## src/rtl/ifu_predec_queue.sv

```systemverilog
// ifu_predec_queue: fetch-side pre-decode queue.
// Each accepted instruction is mini-decoded for branch/jump class and
// statically predicted, with a small return-address stack for returns.
// It is then stored in a DEPTH-entry FIFO along with its PC and prediction.
// A predicted-taken enqueue raises a one-cycle registered redirect to fetch.
module ifu_predec_queue #(
    parameter int DEPTH     = 4,
    parameter int RAS_DEPTH = 2,
    parameter int PCW       = 32,
    parameter int IW        = 32,
    parameter int RFW       = 5
) (
    input  logic           clk,
    input  logic           rst_n,
    input  logic           i_valid,
    output logic           i_ready,
    input  logic [IW-1:0]  i_instr,
    input  logic [PCW-1:0] i_pc,
    input  logic           flush,
    output logic           o_valid,
    input  logic           o_ready,
    output logic [IW-1:0]  o_instr,
    output logic [PCW-1:0] o_pc,
    output logic           o_prdt_taken,
    output logic [PCW-1:0] o_prdt_pc,
    output logic           o_bjp,
    output logic           o_jal,
    output logic           o_jalr,
    output logic           o_bxx,
    output logic [RFW-1:0] o_jalr_rs1idx,
    output logic           o_redir_vld,
    output logic [PCW-1:0] o_redir_pc
);

    localparam int AW  = $clog2(DEPTH);
    localparam int CW  = AW + 1;
    localparam int RAW = (RAS_DEPTH > 1) ? $clog2(RAS_DEPTH) : 1;
    localparam int RCW = $clog2(RAS_DEPTH + 1);

    typedef struct packed {
        logic [IW-1:0]  instr;
        logic [PCW-1:0] pc;
        logic           prdt_taken;
        logic [PCW-1:0] prdt_pc;
        logic           jal;
        logic           jalr;
        logic           bxx;
    } entry_t;

    // ------------------------------------------------------------------
    // Mini-decode of the offered instruction
    // ------------------------------------------------------------------
    logic [6:0]     opcode;
    logic [2:0]     funct3;
    logic [RFW-1:0] rd_idx;
    logic [RFW-1:0] rs1_idx;
    logic           dec_jal, dec_jalr, dec_bxx;
    logic [PCW-1:0] imm_b, imm_j, imm_i;
    logic [PCW-1:0] pc_plus4;

    assign opcode   = i_instr[6:0];
    assign funct3   = i_instr[14:12];
    assign rd_idx   = RFW'(i_instr[11:7]);
    assign rs1_idx  = RFW'(i_instr[19:15]);

    // The opcode compare includes instr[1:0]==2'b11, so compressed
    // encodings never decode as a branch.
    assign dec_jal  = (opcode == 7'b1101111);
    assign dec_jalr = (opcode == 7'b1100111) && (funct3 == 3'b000);
    assign dec_bxx  = (opcode == 7'b1100011);

    assign imm_b = {{(PCW-12){i_instr[31]}}, i_instr[7], i_instr[30:25], i_instr[11:8], 1'b0};
    assign imm_j = {{(PCW-20){i_instr[31]}}, i_instr[19:12], i_instr[20], i_instr[30:21], 1'b0};
    assign imm_i = {{(PCW-11){i_instr[31]}}, i_instr[30:20]};
    assign pc_plus4 = i_pc + PCW'(4);

    // ------------------------------------------------------------------
    // Return-address stack: circular, wp points at the next free slot
    // ------------------------------------------------------------------
    logic [PCW-1:0] ras_mem [RAS_DEPTH];
    logic [RAW-1:0] ras_wp;
    logic [RCW-1:0] ras_cnt;
    logic [RAW-1:0] ras_wp_pop, ras_wp_nxt;
    logic [RCW-1:0] ras_cnt_pop, ras_cnt_nxt;
    logic           ras_ret, ras_hit, ras_push;
    logic [PCW-1:0] ras_top;

    function automatic logic [RAW-1:0] ras_inc(input logic [RAW-1:0] p);
        return (p == RAW'(RAS_DEPTH - 1)) ? '0 : p + RAW'(1);
    endfunction

    function automatic logic [RAW-1:0] ras_dec(input logic [RAW-1:0] p);
        return (p == '0) ? RAW'(RAS_DEPTH - 1) : p - RAW'(1);
    endfunction

    assign ras_ret  = dec_jalr && (rs1_idx == RFW'(1)) && (rd_idx != RFW'(1));
    assign ras_hit  = ras_ret && (ras_cnt != '0);
    assign ras_push = (dec_jal || dec_jalr) && (rd_idx == RFW'(1));
    assign ras_top  = ras_mem[ras_dec(ras_wp)];

    // RAS next state: pop first, then push on top of the popped stack;
    // when full, wp already points at the oldest entry so a push overwrites it.
    always_comb begin
        // NOTE: every signal gets a default first so no path leaves it unassigned (no latches).
        ras_wp_pop  = ras_wp;
        ras_cnt_pop = ras_cnt;
        if (ras_hit) begin
            ras_wp_pop  = ras_dec(ras_wp);
            ras_cnt_pop = ras_cnt - RCW'(1);
        end
        ras_wp_nxt  = ras_wp_pop;
        ras_cnt_nxt = ras_cnt_pop;
        if (ras_push) begin
            ras_wp_nxt  = ras_inc(ras_wp_pop);
            ras_cnt_nxt = (ras_cnt_pop == RCW'(RAS_DEPTH)) ? ras_cnt_pop : ras_cnt_pop + RCW'(1);
        end
    end

    // ------------------------------------------------------------------
    // Static prediction
    // ------------------------------------------------------------------
    logic           prdt_taken;
    logic [PCW-1:0] prdt_pc;

    // Predict direction and target for the offered instruction.
    always_comb begin
        prdt_taken = 1'b0;
        prdt_pc    = pc_plus4;
        if (dec_bxx) begin
            if (imm_b[PCW-1]) begin
                prdt_taken = 1'b1;
                prdt_pc    = i_pc + imm_b;
            end
        end else if (dec_jal) begin
            prdt_taken = 1'b1;
            prdt_pc    = i_pc + imm_j;
        end else if (dec_jalr) begin
            if (rs1_idx == '0) begin
                prdt_taken = 1'b1;
                prdt_pc    = {imm_i[PCW-1:1], 1'b0};
            end else if (ras_hit) begin
                prdt_taken = 1'b1;
                prdt_pc    = ras_top;
            end
        end
    end

    // ------------------------------------------------------------------
    // Queue control
    // ------------------------------------------------------------------
    entry_t         fifo_mem [DEPTH];
    logic [AW-1:0]  wr_ptr, rd_ptr;
    logic [CW-1:0]  count;
    logic           full, enq, deq;
    logic           redir_pend;
    logic [PCW-1:0] redir_pc;
    entry_t         new_entry, head;

    assign full    = (count == CW'(DEPTH));
    assign i_ready = !full && !redir_pend && !flush;
    assign o_valid = (count != '0);
    assign enq     = i_valid && i_ready;
    assign deq     = o_valid && o_ready && !flush;

    assign new_entry = '{instr: i_instr, pc: i_pc, prdt_taken: prdt_taken, prdt_pc: prdt_pc,
                         jal: dec_jal, jalr: dec_jalr, bxx: dec_bxx};

    // RAS pointer/count update on accepted enqueue; flush empties it.
    always_ff @(posedge clk or negedge rst_n) begin
        // NOTE: sequential state uses non-blocking assignments so all flops update together.
        if (!rst_n) begin
            ras_wp  <= '0;
            ras_cnt <= '0;
        end else if (flush) begin
            ras_wp  <= '0;
            ras_cnt <= '0;
        end else if (enq) begin
            ras_wp  <= ras_wp_nxt;
            ras_cnt <= ras_cnt_nxt;
        end
    end

    // RAS storage write of the link address.
    always_ff @(posedge clk) begin
        // NOTE: storage arrays are not reset; validity comes from the reset counters.
        if (enq && ras_push) ras_mem[ras_wp_pop] <= pc_plus4;
    end

    // Queue storage write.
    always_ff @(posedge clk) begin
        if (enq) fifo_mem[wr_ptr] <= new_entry;
    end

    // Queue pointers and occupancy.
    always_ff @(posedge clk or negedge rst_n) begin
        if (!rst_n) begin
            wr_ptr <= '0;
            rd_ptr <= '0;
            count  <= '0;
        end else if (flush) begin
            wr_ptr <= '0;
            rd_ptr <= '0;
            count  <= '0;
        end else begin
            if (enq) wr_ptr <= wr_ptr + AW'(1);
            if (deq) rd_ptr <= rd_ptr + AW'(1);
            case ({enq, deq})
                2'b10:   count <= count + CW'(1);
                2'b01:   count <= count - CW'(1);
                default: count <= count;
            endcase
        end
    end

    // Redirect request raised by a predicted-taken enqueue, held one cycle.
    always_ff @(posedge clk or negedge rst_n) begin
        if (!rst_n) begin
            redir_pend <= 1'b0;
            redir_pc   <= '0;
        end else if (flush) begin
            redir_pend <= 1'b0;
        end else begin
            redir_pend <= enq && prdt_taken;
            if (enq && prdt_taken) redir_pc <= prdt_pc;
        end
    end

    // A flush arriving in the redirect cycle suppresses the pulse.
    assign o_redir_vld = redir_pend && !flush;
    assign o_redir_pc  = redir_pc;

    // ------------------------------------------------------------------
    // Head outputs, forced to zero while the queue is empty
    // ------------------------------------------------------------------
    assign head = o_valid ? fifo_mem[rd_ptr] : '0;

    assign o_instr       = head.instr;
    assign o_pc          = head.pc;
    assign o_prdt_taken  = head.prdt_taken;
    assign o_prdt_pc     = head.prdt_pc;
    assign o_jal         = head.jal;
    assign o_jalr        = head.jalr;
    assign o_bxx         = head.bxx;
    assign o_bjp         = head.jal || head.jalr || head.bxx;
    assign o_jalr_rs1idx = head.jalr ? RFW'(head.instr[19:15]) : '0;

endmodule
```

## config.mk

```make
export PLATFORM = sky130hd
export DESIGN_NAME = ifu_predec_queue
export DESIGN_NICKNAME = d
export VERILOG_FILES = /design/src/rtl/ifu_predec_queue.sv
export SDC_FILE = /design/constraint.sdc
export NUM_CORES = 1
export LEC_CHECK = 0
export ABC_CLOCK_PERIOD_IN_PS = 5700
export BUFFER_PORTS_ARGS = -buffer_cell sky130_fd_sc_hd__buf_2
export CAP_MARGIN = 20
export CORE_MARGIN = 2
export CORE_UTILIZATION = 60
export CTS_BUF_LIST = sky130_fd_sc_hd__clkbuf_4 sky130_fd_sc_hd__clkbuf_8
export CTS_CLUSTER_DIAMETER = 30
export DETAILED_ROUTE_END_ITERATION = 8
export PLACE_DENSITY = 0.79
export REMOVE_ABC_BUFFERS = 1
export SYNTH_ARGS = -nofsm -noshare
export SYNTH_HDL_FRONTEND = slang
export SYNTH_SLANG_ARGS = --single-unit
```

## constraint.sdc

```tcl
create_clock -name clk -period 5.7 [get_ports clk]
set_input_delay 0.57 -clock clk [delete_from_list [all_inputs] [get_ports clk]]
set_output_delay 0.57 -clock clk [all_outputs]
set_load 0.03 [all_outputs]
```

[Word level (Yosys, flattened, before mapping)]
Memory sizes are Yosys's and may differ from the RTL's.
Cells that the tools add are included.
Word-level totals
  logic and storage cells: 94
  register bits after elaboration: 43
  output and inout bits: 141
  memories: 2
  input port bits: 69
  bits in writable memories: 464
Memory list
  fifo_mem: words 4, width 100, read ports 1, clocked after memory_dff 0, wr ports 1, line 151  | entry_t fifo_mem [DEPTH];
  ras_mem: words 2, width 32, read ports 1, clocked after memory_dff 0, wr ports 1, line 80  | logic [PCW-1:0] ras_mem [RAS_DEPTH];
Operators by class
  equality and inequality tests: 10
  reductions and logical operators: 27
  bitwise logic cells: 1
  muxes and demuxes: 36
  $add $sub $neg: 11
Operators with widths (number)
  $mux W32: 6
  $mux W100: 1
  $add A32 B32 Y32: 2
  $add A32 B3 Y32 const B: 1
  $eq A7 B7 Y1 const B: 3
  $mux W2: 9
  $mux W1: 17
  $logic_and A1 B1 Y1: 13
  $eq A5 B1 Y1 const B: 2
  $add A2 B1 Y2 const B: 3
  $pmux W3 S2: 1
  $reduce_bool A2 Y1: 3
  $reduce_bool A3 Y1: 2
  $logic_not A5 Y1: 1
  $mux W5: 1
  $ne A5 B1 Y1 const B: 1
  $eq A2 B2 Y1 const B: 2
  $add A3 B1 Y3 const B: 1
  $eq A3 B3 Y1 const B: 1
  $logic_not A1 Y1: 3
  $logic_not A3 Y1: 1
  $logic_or A1 B1 Y1: 3
  $mux W3: 1
  $sub A3 B1 Y3 const B: 1
  6 further kinds: 6

[Longest topological paths before layout]
  depth after elaboration: 12
  depth in mapped cells: 12

[Least setup slack after synthesis]
No wires, ideal clock.
  path type: input to register
  start point: in i_instr[12]
  end point: mem ras_mem[1][0], enable pin
  path slack: 0.721 ns
  library setup time: 0.461 ns
  required time: 5.239 ns
  path buffers: 2
  data arrival time: 4.518 ns
  stages: 8
  cells stage by stage: or4b_4 -> or4_4 -> clkinv_2 -> nand2_1 -> clkbuf_1 -> buf_2 -> xor2_1 -> nor3_1
On the way
  longest elaborated chain between the ends: 7
  elaborated cells between the ends (all ways): 11
  classes of those cells: mux (3); reduce/logical (8)
RTL lines
  from (decl): line 17  | input logic [IW-1:0] i_instr,
  $logic_not A3 Y1 (*): line 69  | assign dec_jalr = (opcode == 7'b1100111) && (funct3 == 3'b000);
  $logic_and A1 B1 Y1 (*): line 69
  $logic_or A1 B1 Y1: line 98  | assign ras_push = (dec_jal || dec_jalr) && (rd_idx == RFW'(1));
  $logic_and A1 B1 Y1: line 98
  $logic_and A1 B1 Y1: line 186  | if (enq && ras_push) ras_mem[ras_wp_pop] <= pc_plus4;
  $mux W1: line 186
  $mux W1 (not written as such): line 186
  to (decl): line 80
Every way passes the cells marked *; elsewhere a longest branch is shown, timed or not.

[Final worst setup path]
  start point: in i_instr[6]
  end point: reg redir_pc[1], in the netlist o_redir_pc[1]
On the way
  longest elaborated chain between the ends: 12
  elaborated cells between the ends (all ways): 19
  classes of those cells: eq/ne (3); mux (10); reduce/logical (6)
RTL lines
  $eq A7 B7 Y1: line 69
  $logic_and A1 B1 Y1: line 69
  $logic_and A1 B1 Y1 (2 in series): line 96  | assign ras_ret = dec_jalr && (rs1_idx == RFW'(1)) && (rd_idx != RFW'(1));
  $logic_and A1 B1 Y1: line 97  | assign ras_hit = ras_ret && (ras_cnt != '0);
  $mux W1: line 141  | end else if (ras_hit) begin
  $mux W1: line 138  | if (rs1_idx == '0) begin
  $mux W1: line 137  | end else if (dec_jalr) begin
  $mux W1: line 134  | end else if (dec_jal) begin
  $mux W1 (*): line 129  | if (dec_bxx) begin
  named net prdt_taken: line 122  | logic prdt_taken;
  $logic_and A1 B1 Y1 (*): line 224  | if (enq && prdt_taken) redir_pc <= prdt_pc;
  $reduce_and A2 Y1 (no line) (*)
  to (signal assigned): line 224
  to (decl): line 156  | logic [PCW-1:0] redir_pc;
Mark *: on every way through the listed nets, which the timed path passes. The rest lies on a longest branch.
A chain may end at the register's enable or synchronous reset.

==> impl_metrics.ini <==
[synth]
synthFlopType = edfxtp_1
synth_top_family_by_area = multiplexers
synth_compound_area_frac = 0.0894
muxShareOfSynthArea = 0.118
synth_edf_count = 464
synth-adder-area-share = 0.0283
syn_area_um2 = 24200
yosysSeqAreaShare = 0.621
synth_cell_types = 84
yosysWarnings = 0
netlist.area_leader.share = 0.576
synthSimpleGateAreaFrac = 0.101
synthXorXnorAreaFrac = 0.0239
synth-seq-cells = 507
synth_async_sr_flop_share = 0.0848
synth.avg_cell_area_um2 = 14.1
syn_inst = 1710
synth.largest_area_cell = edfxtp_1
ys_top_cells_by_area = edfxtp_1, mux4_2, dfrtp_1

[worst_setup_path]
reg2reg_slack_ps = 2000
cp_slowest_cell = and2_1
endpoint_kind = flip-flop
crit_arrival_ps = 4390
slowest_delay_ps = 840
start_kind = input pin
worstSetupPathType = in -> reg
worstRegToRegCells = 11
r2r_end = o_redir_pc[1]$_DFFE_PN0P_
critPathRequiredTime_ps = 6280
critPathMaxFanout = 18
crit_top_cell = nor2_1
cp_cell_sequence = buf_2 > nand4_1 > nor2_1 > nand2_1 > clkinv_1 > and2_1 > nor2_4 > inv_1 > nor2_1 > nor3_1 > mux2_2
worstReg2RegStart = ras_cnt[0]$_DFFE_PN0P_

[placement]
dp_hpwl_um = 43500
placement.io_buffers = 209
numPlacedInstances = 2394
pre_cts_ws_ps = 1330
place_congestion = 1.00

[grt]
grt_pass1_vias = 16300
grtUsageTotal = 0.315
grt_max_degree = 92
grt_pass1_wl_um = 96900
grt-ovfl-total = 0
antenna_found_initial = 0

[routing]
drtIter0Drc = 1798
drc = 0
wl_per_cell_um = 25.3
vias = 16300
final_antenna_net_count = 0
wl_um = 65000
routed_via_density = 6.36
first_pass_iters = 6

[timing]
worst_slew_pin_slew_ps = 1060
fin_crit_ps = 3810
slew_headroom = 0.295
skew_ps = 25.7
drv_slew = 0
finalSetupViolCount = 0
grt_setup_unrepaired = false
setup_slack_ps = 1890
fmax_ghz = 0.262
hold_violations = 0
whs_ps = 63.3
fin_crit_sh = 0.669

[clocking]
cts-htree-levels = 3
path_clk_slew_ps = 60
clock_latency_ps = 660
clock-sinks = 507
cts_resized = 0
cts_tree = built
cts-root-buf = clkbuf_8
hold_buffers = 0
cts_buffers = 94
cts_setup_buffers = 0
cts_buffer_depth = 3

[worst_hold_path]
hold_class = in -> async

[floorplan]
floorplan.initialDensity = 0.609
fp-row-count = 73
chipWidth_um = 205
core_um2 = 39700
ioPinCount = 210
die_height_um = 205
dieArea_um2 = 41900

[pwr]
p_per_area_nw_per_um2 = 416
ir_worst_vdd_mv = 0.317
p_leak_nw = 10.2

[finish]
final_nets = 2087
area_growth_pct = 15.8
fill_cells = 2617
stdcell_count = 2569
drive_gt1_frac = 0.267
multi_input_area_um2 = 8740
regArea_um2 = 15000

[outcome]
status = complete, no violations

[flow_run]
maxCapViolCount = 0
==> Yosys cell counts, types with 5 or more instances <==
cell,n
mux2i_1,32
o211ai_1,6
dfrtp_1,43
o31ai_1,17
o22ai_1,14
o21bai_1,11
a21oi_1,75
nand2_1,117
and3_1,18
nor2b_1,12
ha_1,50
nand3_1,30
inv_1,32
xor2_1,21
edfxtp_1,464
and2_1,111
xnor2_1,45
and4_1,5
a221o_1,5
mux2_2,23
nand4_1,14
a31o_2,5
o21ai_0,75
or3_1,6
a31oi_1,12
buf_2,8
nand2b_1,13
a211oi_1,25
o221ai_1,5
a21o_1,16
mux4_2,100
clkbuf_1,57
buf_1,20
o21a_1,9
nor3_1,31
nor2_1,98
==> cell type report <==
cell class,count,share of cell area
clock buffer,116,0.0525
inverter,36,0.00487
multi-input combinational,1082,0.312
timing repair buffer,244,0.0494
sequential,507,0.536
tap,525,0.0235
clock inverter,57,0.0213
antenna,2,0.000179
==> where the power goes <==
part	internal [mW]	switching, mW	leakage [nW]
clock	2.22	1.54	1.04
combinational	1.18	2.24	4.35
sequential	4.33	0.139	4.80
==> state kept, by name, indices dropped and copies added (netlist names) <==
register	cells
redir_pend	1
wr_ptr	2
ras_cnt	2
o_redir_pc	32
rd_ptr	2
fifo_mem	400
ras_wp	1
ras_mem	64
count	3
==> worst max-delay path, delay by kind of cell <==
| family | cells | cell delay (ps) |
|---|---|---|
| muxes | 1 | 280 |
| and+or+nand+nor | 7 | 2750 |
| buffers and inverters | 3 | 780 |
==> through the flow <==
| stage | total power [mW] | TNS, ps | cell area (um^2) | util |
|---|---|---|---|---|
| CTS | 11.7 | 0 | 28000 | 0.705 |
| detailed placement | 7.98 | 0 | 25900 | 0.653 |
| floorplan | 6.97 | -308 | 23900 | - |
| global placement | 7.94 | 0 | 25900 | 0.653 |
| finish | 11.6 | 0 | 28000 | 0.705 |
| global route | 12.1 | 0 | 28000 | 0.705 |
==> cell usage in the layout (no fill, tap or decap), types with 41 or more instances in the layout <==
cell and count:
edfxtp_1 464, buf_2 209, nand2_1 117, and2_1 111, mux4_2 100, nor2_1 98
clkbuf_8 96, a21oi_1 75, o21ai_0 74, ha_1 50, xnor2_1 45, dfrtp_1 41
==> kinds of logic (layout without fill, tap and decap cells) <==
family	after synthesis	after routing
DFF	507	507
and+or+nand+nor	478	478
AOI/OAI and AO/OA	329	329
muxes	156	156
buffers and inverters	121	453
xor gates and xnor gates	66	66
adders and majority gates	53	53
other	0	2
==> worst max-delay path by stage <==
stage / depth (start not counted) / startpoint / endpoint
2_1_floorplan: 4 / rd_ptr[0]$_DFFE_PN0P_ / o_bjp
3_3_place_gp: 11 / i_instr[6] / o_redir_pc[19]$_DFFE_PN0P_
3_5_place_dp: 11 / i_instr[6] / o_redir_pc[1]$_DFFE_PN0P_
4_1_cts: 6 / rd_ptr[0]$_DFFE_PN0P_ / o_bjp
5_1_grt: 6 / rd_ptr[0]$_DFFE_PN0P_ / o_bjp
6_report: 11 / i_instr[6] / o_redir_pc[1]$_DFFE_PN0P_
==> layer usage <==
metal	share of wire	routed length, um	vias up	GRT usage
met5	0	0	-	0
met4	0.034	2200	0	0.127
met3	0.095	6190	149	0.0655
met2	0.47	30400	900	0.493
li1	-	-	7190	-
met1	0.40	26200	8094	0.435
Power figures use the tool's default switching activity.
